## src/rtl/wb_dest_queue_if.sv

```systemverilog
// wb_dest_queue_if: decode-side bus of the write-back destination queue.
interface wb_dest_queue_if #(
  parameter int REG_W = 5,
  parameter int DEPTH = 4
);
  localparam int CW = $clog2(DEPTH + 1);
  logic [REG_W-1:0] rt;
  logic [REG_W-1:0] rd;
  logic [1:0]       sel;
  logic             push;
  logic             pop;
  logic             flush;
  logic [REG_W-1:0] lookup_reg;
  logic             lookup_hit;
  logic [REG_W-1:0] dest_out;
  logic             dest_valid;
  logic             full;
  logic             empty;
  logic [CW-1:0]    count;
  logic             overflow;
  logic             underflow;
  modport master (
    output rt, rd, sel, push, pop, flush, lookup_reg,
    input  lookup_hit, dest_out, dest_valid, full, empty, count, overflow, underflow
  );
  modport slave (
    input  rt, rd, sel, push, pop, flush, lookup_reg,
    output lookup_hit, dest_out, dest_valid, full, empty, count, overflow, underflow
  );
endinterface

```

## src/rtl/wb_dest_queue.sv

```systemverilog
// wb_dest_queue: selects the write-back destination and holds it in a FIFO until the result retires.
module wb_dest_queue #(
  parameter int REG_W  = 5,
  parameter int DEPTH  = 4,
  parameter int SP_IDX = 29,
  parameter int RA_IDX = 31
) (
  input logic            clk,
  input logic            reset,
  wb_dest_queue_if.slave bus
);
  localparam int PW = $clog2(DEPTH);
  localparam int CW = $clog2(DEPTH + 1);
  logic [REG_W-1:0] mem [DEPTH];
  logic [DEPTH-1:0] vld;
  logic [PW-1:0]    wp, rp;
  logic [CW-1:0]    cnt;
  logic             ovf, udf, is_full, is_empty, wr, rd_ok, hit;
  logic [REG_W-1:0] sel_idx;
  assign sel_idx  = bus.sel[1] ? (bus.sel[0] ? REG_W'(RA_IDX) : REG_W'(SP_IDX))
                               : (bus.sel[0] ? bus.rd : bus.rt);
  assign is_full  = cnt == CW'(DEPTH);
  assign is_empty = cnt == '0;
  assign rd_ok    = bus.pop & ~is_empty;
  // a pop frees the slot, so a push into a full queue still lands when paired with one
  assign wr       = bus.push & (~is_full | rd_ok);
  always_ff @(posedge clk or negedge reset)
    if (!reset) begin
      wp  <= '0;
      rp  <= '0;
      cnt <= '0;
      vld <= '0;
      ovf <= 1'b0;
      udf <= 1'b0;
      for (int i = 0; i < DEPTH; i++) mem[i] <= '0;
    end else if (bus.flush) begin
      wp  <= '0;
      rp  <= '0;
      cnt <= '0;
      vld <= '0;
    end else begin
      if (rd_ok) begin
        vld[rp] <= 1'b0;
        rp      <= rp + PW'(1);
      end
      // when full, wp == rp: the later set keeps the replacing entry valid
      if (wr) begin
        mem[wp] <= sel_idx;
        vld[wp] <= 1'b1;
        wp      <= wp + PW'(1);
      end
      cnt <= cnt + CW'(wr) - CW'(rd_ok);
      if (bus.push & is_full & ~bus.pop) ovf <= 1'b1;
      if (bus.pop & is_empty & ~bus.push) udf <= 1'b1;
    end
  always_comb begin
    hit = 1'b0;
    for (int i = 0; i < DEPTH; i++) hit = hit | (vld[i] & (mem[i] == bus.lookup_reg));
  end
  assign bus.lookup_hit = hit & (|bus.lookup_reg);
  assign bus.dest_out   = is_empty ? '0 : mem[rp];
  assign bus.dest_valid = ~is_empty;
  assign bus.full       = is_full;
  assign bus.empty      = is_empty;
  assign bus.count      = cnt;
  assign bus.overflow   = ovf;
  assign bus.underflow  = udf;
endmodule

```

## src/flat_wrapper.sv

```systemverilog
// flat-port wrapper written by rule: the top's interface ports become plain ports
module wb_dest_queue_flat 
#(
  parameter int REG_W  = 5,
  parameter int DEPTH  = 4,
  parameter int SP_IDX = 29,
  parameter int RA_IDX = 31
)
  (clk, reset, bus_rt, bus_rd, bus_sel, bus_push, bus_pop, bus_flush, bus_lookup_reg, bus_lookup_hit, bus_dest_out, bus_dest_valid, bus_full, bus_empty, bus_count, bus_overflow, bus_underflow);
  wb_dest_queue_if #(.REG_W(REG_W), .DEPTH(DEPTH)) bus_i ();
  input logic clk;
  input logic reset;
  input wire logic [$bits(bus_i.rt)-1:0] bus_rt;
  input wire logic [$bits(bus_i.rd)-1:0] bus_rd;
  input wire logic [$bits(bus_i.sel)-1:0] bus_sel;
  input wire logic [$bits(bus_i.push)-1:0] bus_push;
  input wire logic [$bits(bus_i.pop)-1:0] bus_pop;
  input wire logic [$bits(bus_i.flush)-1:0] bus_flush;
  input wire logic [$bits(bus_i.lookup_reg)-1:0] bus_lookup_reg;
  output wire logic [$bits(bus_i.lookup_hit)-1:0] bus_lookup_hit;
  output wire logic [$bits(bus_i.dest_out)-1:0] bus_dest_out;
  output wire logic [$bits(bus_i.dest_valid)-1:0] bus_dest_valid;
  output wire logic [$bits(bus_i.full)-1:0] bus_full;
  output wire logic [$bits(bus_i.empty)-1:0] bus_empty;
  output wire logic [$bits(bus_i.count)-1:0] bus_count;
  output wire logic [$bits(bus_i.overflow)-1:0] bus_overflow;
  output wire logic [$bits(bus_i.underflow)-1:0] bus_underflow;
  assign bus_i.rt = bus_rt;
  assign bus_i.rd = bus_rd;
  assign bus_i.sel = bus_sel;
  assign bus_i.push = bus_push;
  assign bus_i.pop = bus_pop;
  assign bus_i.flush = bus_flush;
  assign bus_i.lookup_reg = bus_lookup_reg;
  assign bus_lookup_hit = bus_i.lookup_hit;
  assign bus_dest_out = bus_i.dest_out;
  assign bus_dest_valid = bus_i.dest_valid;
  assign bus_full = bus_i.full;
  assign bus_empty = bus_i.empty;
  assign bus_count = bus_i.count;
  assign bus_overflow = bus_i.overflow;
  assign bus_underflow = bus_i.underflow;
  wb_dest_queue #(.REG_W(REG_W), .DEPTH(DEPTH), .SP_IDX(SP_IDX), .RA_IDX(RA_IDX)) u_core (.clk(clk), .reset(reset), .bus(bus_i));
endmodule
```

## config.mk

```make
export PLATFORM = sky130hd
export DESIGN_NAME = wb_dest_queue_flat
export DESIGN_NICKNAME = d
export VERILOG_FILES = /design/src/rtl/wb_dest_queue_if.sv /design/src/rtl/wb_dest_queue.sv /design/src/flat_wrapper.sv
export SDC_FILE = /design/constraint.sdc
export NUM_CORES = 1
export LEC_CHECK = 0
export ABC_AREA = 1
export BUFFER_PORTS_ARGS = -buffer_cell sky130_fd_sc_hd__clkbuf_2
export CORE_MARGIN = 2
export CORE_UTILIZATION = 30
export CTS_BUF_LIST = sky130_fd_sc_hd__clkbuf_8 sky130_fd_sc_hd__clkbuf_16
export CTS_CLUSTER_DIAMETER = 60
export DETAILED_ROUTE_END_ITERATION = 16
export PLACE_DENSITY = 0.55
export SETUP_SLACK_MARGIN = 0.2
export SYNTH_ARGS = -nofsm -noshare
export SYNTH_HDL_FRONTEND = slang
export SYNTH_SLANG_ARGS = --single-unit
```

## constraint.sdc

```tcl
create_clock -name clk -period 2.7 [get_ports clk]
set_input_delay 0.54 -clock clk [delete_from_list [all_inputs] [get_ports clk]]
set_output_delay 0.54 -clock clk [all_outputs]
set_load 0.05 [all_outputs]
```

# After elaboration in Yosys (flattened, before gate mapping)
# Index checks and enable logic that the tools add are counted.
# word_totals
ff_bits,33
inputBits,22
output_inout_bits,14
elab_cells,84
# classes
addsub,4
magnitude_cmp,7
n_eq_ne,5
muxes,23
bitwise_logic,25
reduce_logical,10
# ops
operator,n
$mux W5,6
$bwmux W20,1
$eq A5 B5 Y1,4
$mux W4,4
$and A1 B1 Y1,11
$bmux W5 S2,1
$demux W5 S2,1
$mux W2,5
$ge A3 B3 Y1 const B,2
$lt A2 B3 Y1 const B,2
$not A2 Y3,2
$reduce_and A2 Y1,3
$not A1 Y1,5
$reduce_or A5 Y1,1
$add A2 B1 Y2 const B,2
$and A4 B4 Y4,1
$demux W1 S2,2
$ge A2 B1 Y1 const B,2
$not A4 Y4,1
$or A1 B1 Y1,4
$or A4 B4 Y4,1
$reduce_bool A2 Y1,2
$add A3 B1 Y3,1
$eq A3 B3 Y1 const B,1
other kinds (6),9

# Depth between registers and ports, before layout
# Gate-level depths: netlist of the first run.
# depth
depth_word,11
ltp_mapped,11
ltp_nobuf,11

# Least setup slack after synthesis of the first run
# No wires, ideal clock.
# synth_path
kind,register to register
from,register u_core.cnt[1] (netlist: u_core.bus.count[1])
to,register u_core.cnt[1] (netlist: u_core.bus.count[1])
setup_time_ps,72
t_arrival_ps,2742
path_slack_ps,-114
stages_incl_launch_ff,10
synth_period_minus_slack_ps,2814
cell_sequence,dfrtp_1 -> nor3_4 -> inv_2 -> nand2_1 -> nor2_1 -> o21bai_1 -> ha_1 -> inv_1 -> fa_1 -> nor2_1
# synth_between
elab_chain_len,8
elab_cells_between_ends,10
classes_between,add/sub: 2; eq/ne: 1; mux: 1; bitwise: 5; reduce/logical: 1
# synth_rtl
item,line_no,text
"start, declared",wb_dest_queue.sv:17,logic [CW-1:0] cnt;
"start signal, assigned",wb_dest_queue.sv:52,cnt <= cnt + CW'(wr) - CW'(rd_ok);
$logic_not A3 Y1 *,wb_dest_queue.sv:23,assign is_empty = cnt == '0;
via bus_empty,flat_wrapper.sv:24,output wire logic [$bits(bus_i.empty)-1:0] bus_empty;
$not A1 Y1 *,--,
via bus_dest_valid,flat_wrapper.sv:22,output wire logic [$bits(bus_i.dest_valid)-1:0] bus_dest_valid;
$and A1 B1 Y1 *,wb_dest_queue.sv:24,assign rd_ok = bus.pop & ~is_empty;
$or A1 B1 Y1,wb_dest_queue.sv:26,assign wr = bus.push & (~is_full | rd_ok);
$and A1 B1 Y1,wb_dest_queue.sv:26,
$add A3 B1 Y3,wb_dest_queue.sv:52,
$sub A3 B1 Y3 *,wb_dest_queue.sv:52,
$mux W3 *,wb_dest_queue.sv:36,end else if (bus.flush) begin
# Mark *: on every way through the listed nets, which the timed path passes. The rest lies on a longest branch.
# A chain may end at the register's enable or synchronous reset.

# Final worst setup path of the first run
# layout_path
from,register u_core.rp[0]
to,output port bus_dest_out[3]
# layout_between
elab_chain_len,5
# layout_rtl
item,line_no,text
"start, declared",wb_dest_queue.sv:16,"logic [PW-1:0] wp, rp;"
"start signal, assigned",wb_dest_queue.sv:44,rp <= rp + PW'(1);
$not A2 Y3 (not written as such),wb_dest_queue.sv:61,assign bus.dest_out = is_empty ? '0 : mem[rp];
$bmux W5 S2,wb_dest_queue.sv:61,
$mux W5 (not written as such) (2 in series),wb_dest_queue.sv:61,
$mux W5,wb_dest_queue.sv:61,
"end, declared",flat_wrapper.sv:21,output wire logic [$bits(bus_i.dest_out)-1:0] bus_dest_out;
# Every way passes these cells. The select of a mux whose other input is x is not followed.

==> results of run 1 <==
layer usage:
metal  track usage, %  wire length, um  share of wire, %
met1            21.54             2646                48
met2            23.83             2642                48
met3            3.582              195               3.5
met4            6.294               67               1.2
met5                0                0                 0
power by group:
| part | internal [mW] | leakage, nW | total (mW) | switching [mW] |
|---|---|---|---|---|
| Sequential | 0.683 | 0.391 | 0.848 | 0.165 |
| Clock | 0.201 | 0.0538 | 0.391 | 0.191 |
| Combinational | 0.359 | 0.888 | 1.27 | 0.910 |
kinds of logic (layout without fill, tap and decap cells):
| group | Yosys count | in the layout | share of synthesized area (%) |
|---|---|---|---|
| and+or+nand+nor | 143 | 143 | 30.63 |
| AOI/OAI and AO/OA | 59 | 59 | 14.37 |
| buffers and inverters | 47 | 87 | 8.870 |
| DFF | 33 | 33 | 39.03 |
| adders and majority gates | 10 | 10 | 6.269 |
| xor gates and xnor gates | 2 | 2 | 0.8281 |
metrics by stage:
stage                     total power [mW]  setup slack, ns  hold slack, ns
after floorplan                      1.790           0.1763          0.2444
after global placement               2.117           0.5075          0.4527
after detailed placement             2.123           0.4768          0.4648
after CTS                            2.521           0.3259          0.3826
after global routing                 2.699           0.2399          0.4238
final                                2.508           0.3538          0.3458
sequential cells by signal, summed over array words and instances, names as in the netlist:
| signal | count |
|---|---|
| u_core.bus.underflow | 1 |
| u_core.rp | 2 |
| u_core.bus.count | 3 |
| u_core.bus.overflow | 1 |
| u_core.wp | 2 |
| u_core.vld | 4 |
| u_core.mem | 20 |
cell type report:
cell class	instances	area (um^2)
Sequential cell	33	830.8
Clock inverter	2	7.507
Tap cell	96	120.1
Fill cell	734	4297
Multi-Input combinational cell	214	1110
Timing Repair Buffer	36	182.7
Clock buffer	6	82.58
Inverter	43	163.9
worst min-delay path by stage:
stage,start,endpoint,cells after the start
after floorplan,reset,u_core.bus.count[0]$_DFF_PN0_,0
after global placement,u_core.bus.underflow$_DFFE_PN0P_,u_core.bus.underflow$_DFFE_PN0P_,1
after detailed placement,u_core.bus.underflow$_DFFE_PN0P_,u_core.bus.underflow$_DFFE_PN0P_,1
after CTS,reset,u_core.bus.overflow$_DFFE_PN0P_,1
after global routing,reset,u_core.bus.overflow$_DFFE_PN0P_,1
final,reset,u_core.bus.overflow$_DFFE_PN0P_,1
critical path, delay by kind of cell (launching register included):
| family | cells | cell delay (ns) |
|---|---|---|
| AO/OA/AOI/OAI | 3 | 0.45 |
| buffers and inverters | 2 | 0.57 |
| flip-flops | 1 | 0.50 |
placed cells by master, fill, tap and decap left out, types with 2 or more instances in the layout:
cell,n
clkbuf_8,6
ha_1,9
inv_2,2
a21oi_1,16
clkbuf_2,35
dfrtp_1,29
nand2_1,93
o21ai_0,25
nor2_1,22
nor2_2,2
nand2_4,2
nand3_1,18
o21ai_1,15
o21bai_1,2
inv_1,42
dfrtp_2,4
nor2_8,3
==> results.sh, run 1 <==
export IMPL_final_max_slew_viol_count=0
export IMPL_cts_buffer_depth=2
export IMPL_grt_max_degree=34
export IMPL_ys_warn_count=0
export IMPL_num_vias=1943
export IMPL_final_util_pct=36.76
export IMPL_yosysSeqAreaShare_pct=39.03
export IMPL_cp_max_fo=14
export IMPL_ff2ff_path_depth=11
export IMPL_via_per_inst=4.519
export IMPL_ys_flop_type="dfrtp_1"
export IMPL_crit_arrival_ns=1.81
export IMPL_diodes=0
export IMPL_fmax_ghz=0.4262
export IMPL_grt_usage_pct=15.67
export IMPL_status="finished, final reports clean"
export IMPL_setup_viol=0
export IMPL_die_y_um=87.98
export IMPL_cts_root_buf="clkbuf_8"
export IMPL_setup_tns_ns=0
export IMPL_io_pins=36
export IMPL_maxSlewHeadroom_pct=42.37
export IMPL_p_leak_nw=1.333
export IMPL_gp_congestion=0.9651
export IMPL_drtAntennaViolNets=0
export IMPL_synth_area_leaders="dfrtp_1, nand2_1, inv_1"
export IMPL_hp_class="input port to async pin"
export IMPL_antenna_found_initial=0
export IMPL_place_hpwl_mm=4.153
export IMPL_dpl_cell_area_mm2=0.002406
export IMPL_avgSynthCellArea_um2=7.197
export IMPL_htree_levels=2
export IMPL_worstMarginPinSlew_ns=0.8645
export IMPL_ir_drop_mv=0.4116
export IMPL_fp_dieW_um=87.98
export IMPL_cp_start_kind="flip-flop"
export IMPL_start_util_pct=31.14
export IMPL_io_buffer_count=35
export IMPL_rr_endpoint="u_core.bus.count[2]$_DFF_PN0_"
export IMPL_required_ns=2.16
export IMPL_clk_pin_slew_ns=0.07
export IMPL_cts_tree="built"
export IMPL_r2r_start="u_core.bus.count[1]$_DFF_PN0_"
export IMPL_gr_total_overflow=0
export IMPL_first_global_vias=1835
export IMPL_ys_async_sr_fraction_pct=100.0
export IMPL_die_area_mm2=0.007740
export IMPL_synth_edf_count=0
export IMPL_drt_iter0_markers=154
export IMPL_crit_type="flip-flop to output port"
export IMPL_yosys_area_top_type_share_pct=39.03
export IMPL_crit_slowest_cell="dfrtp_2"
export IMPL_design_area_mm2=0.002497
export IMPL_period_minus_slack_ns=2.346
export IMPL_grt_pass1_wl_mm=9.114
export IMPL_area_growth_pct=18.04
export IMPL_synth_cells=294
export IMPL_finClkSkew_ns=0.006785
export IMPL_reg2reg_slack_ns=0.70
export IMPL_place_inst=422
export IMPL_rows=30
export IMPL_ys_ff_latch=33
export IMPL_rsz0062_at_grt="false"
export IMPL_period_share_pct=86.90
export IMPL_cts_setup_buffers=0
export IMPL_drive_gt1_share_pct=17.66
export IMPL_syn_cell_area_mm2=0.002116
export IMPL_synthTopCellsByCount="nand2_1, inv_1, dfrtp_1"
export IMPL_final_hold_violation_count=0
export IMPL_crit_end="bus_dest_out[3]"
export IMPL_finalNonFillerCells=430
export IMPL_synth_most_common_cell="nand2_1"
export IMPL_crit_path_start="u_core.rp[0]$_DFFE_PN0P_"
export IMPL_cts_hold_buf=0
export IMPL_route_detailed_drc=0
export IMPL_max_cap_viol_count=0
export IMPL_cts_buffers=5
export IMPL_wl_per_cell_um=12.91
export IMPL_max_stage_delay_ns=0.50
export IMPL_endpoint_kind="output port"
export IMPL_clock_latency_ns=0.29
export IMPL_wl_mm=5.552
export IMPL_cts_sinks=33
export IMPL_drt_first_pass_iters=4
export IMPL_ys_types=23
export IMPL_power_density_mw_per_mm2=1004
export IMPL_synth_net_count=326
export IMPL_fin_nets=365
export IMPL_yosysTopAreaCell="dfrtp_1"
export IMPL_crit_top_cell="a21oi_1"
export IMPL_path_cells="inv_1, a21oi_1, o21ai_0, a21oi_1, clkbuf_2"
export IMPL_post_cts_resized=1
export IMPL_core_mm2=0.006794
Power figures use the tool's default switching activity.
==> run 2, diff against run 1 <==
CTS_BUF_LIST = unset   (was sky130_fd_sc_hd__clkbuf_8 sky130_fd_sc_hd__clkbuf_16)
==> results.sh, run 2 (same netlist as run 1, synthesis figures left out) <==
export IMPL_reg2reg_slack_ns=0.70
export IMPL_route_detailed_drc=0
export IMPL_num_vias=1940
export IMPL_rr_endpoint="u_core.bus.count[2]$_DFF_PN0_"
export IMPL_gr_total_overflow=0
export IMPL_core_mm2=0.006794
export IMPL_grt_pass1_wl_mm=9.114
export IMPL_required_ns=2.16
export IMPL_grt_usage_pct=15.67
export IMPL_rows=30
export IMPL_grt_max_degree=34
export IMPL_setup_viol=0
export IMPL_first_global_vias=1835
export IMPL_p_leak_nw=1.325
export IMPL_start_util_pct=31.14
export IMPL_die_area_mm2=0.007740
export IMPL_crit_arrival_ns=1.80
export IMPL_r2r_start="u_core.bus.count[1]$_DFF_PN0_"
export IMPL_wl_per_cell_um=12.86
export IMPL_ff2ff_path_depth=11
export IMPL_cts_hold_buf=0
export IMPL_clk_pin_slew_ns=0.07
export IMPL_endpoint_kind="output port"
export IMPL_final_hold_violation_count=0
export IMPL_maxSlewHeadroom_pct=42.32
export IMPL_largest_reg_flops=20
export IMPL_period_share_pct=86.73
export IMPL_cts_setup_buffers=0
export IMPL_rsz0062_at_grt="false"
export IMPL_fin_hold_ws_ns=0.3524
export IMPL_largest_register="u_core.mem"
export IMPL_die_y_um=87.98
export IMPL_status="finished, final reports clean"
export IMPL_wl_mm=5.528
export IMPL_cts_sinks=33
export IMPL_drive_gt1_share_pct=17.66
export IMPL_io_pins=36
export IMPL_via_per_inst=4.512
export IMPL_cts_buffer_depth=2
export IMPL_power_density_mw_per_mm2=1005
export IMPL_layout_commonest_cell="nand2_1"
export IMPL_fp_dieW_um=87.98
export IMPL_setup_tns_ns=0
export IMPL_io_buffer_count=35
export IMPL_crit_type="flip-flop to output port"
export IMPL_final_cell_mix="nand2_1, inv_1, clkbuf_2"
export IMPL_worstMarginPinSlew_ns=0.8652
export IMPL_cp_start_kind="flip-flop"
export IMPL_htree_levels=2
export IMPL_cp_max_fo=14
export IMPL_cts_buffers=5
export IMPL_area_growth_pct=18.04
export IMPL_clock_latency_ns=0.28
export IMPL_max_cap_viol_count=0
export IMPL_fmax_ghz=0.4270
export IMPL_drt_first_pass_iters=4
export IMPL_diodes=0
export IMPL_antenna_found_initial=0
export IMPL_finClkSkew_ns=0.006369
export IMPL_gp_congestion=0.9651
export IMPL_fin_nets=365
export IMPL_drtAntennaViolNets=0
export IMPL_period_minus_slack_ns=2.342
export IMPL_cts_root_buf="clkbuf_8"
export IMPL_drt_iter0_markers=157
export IMPL_place_hpwl_mm=4.153
export IMPL_fillers=734
export IMPL_final_max_slew_viol_count=0
export IMPL_ir_drop_mv=0.4116
export IMPL_cts_tree="built"
export IMPL_hp_class="input port to async pin"
-- run 2: cell type report --
type | count | area (um^2) | share of cell area [%]
clock buffers | 8 | 90.09 | 3.607
inverters | 43 | 163.9 | 6.563
multi-input cells | 214 | 1110 | 44.44
flip-flops and latches | 33 | 830.8 | 33.27
well taps | 96 | 120.1 | 4.810
repair buffers | 36 | 182.7 | 7.315
-- run 2: worst max-delay path by stage --
stage               slack (ns)  cells past startpoint                             to                     startpoint
floorplan                 0.18                      9  u_core.bus.count[1]$_DFF_PN0_  u_core.bus.count[2]$_DFF_PN0_
global placement          0.51                      5                bus_dest_out[3]       u_core.rp[0]$_DFFE_PN0P_
detailed placement        0.48                      5                bus_dest_out[3]       u_core.rp[0]$_DFFE_PN0P_
CTS                       0.33                      5                bus_dest_out[3]       u_core.rp[1]$_DFFE_PN0P_
global route              0.24                      5                bus_dest_out[3]       u_core.rp[0]$_DFFE_PN0P_
finish                    0.36                      5                bus_dest_out[3]       u_core.rp[0]$_DFFE_PN0P_
-- run 2: metrics by stage --
stage	cells	utilization (%)	total power, mW	worst slack [ns]	cell area [um^2]
final	430	36.76	2.511	0.3582	2497
after global routing	430	36.76	2.706	0.2401	2497
after CTS	430	36.76	2.528	0.3268	2497
after detailed placement	422	35.41	2.123	0.4768	2406
after global placement	422	35.41	2.117	0.5075	2406
after floorplan	294	-	1.790	0.1763	2130
-- run 2: metal layers --
layer  track usage [%]  vias up  routed length (um)
met5                 0        -                   0
met4             6.294        0                  56
met3             3.582        4                 196
met2             23.83       28                2647
met1             21.54      902                2627
li1                  -     1006                   -
-- run 2: power by group --
| part | total, mW | internal [mW] | switching, mW |
|---|---|---|---|
| Clock | 0.394 | 0.208 | 0.186 |
| Combinational | 1.27 | 0.359 | 0.911 |
| Sequential | 0.847 | 0.683 | 0.164 |
-- run 2: timing repair --
item | in CTS | in global routing
resized for setup | 1 | 0
endpoints found under the setup margin | 4 | 0
endpoints found under the hold margin | 0 | 0
-- run 2: critical path, stage by stage, from the launching register on --
cell and delay, ns:
dfrtp_2 0.50, inv_1 0.27, a21oi_1 0.18, o21ai_0 0.09, a21oi_1 0.18, clkbuf_2 0.30
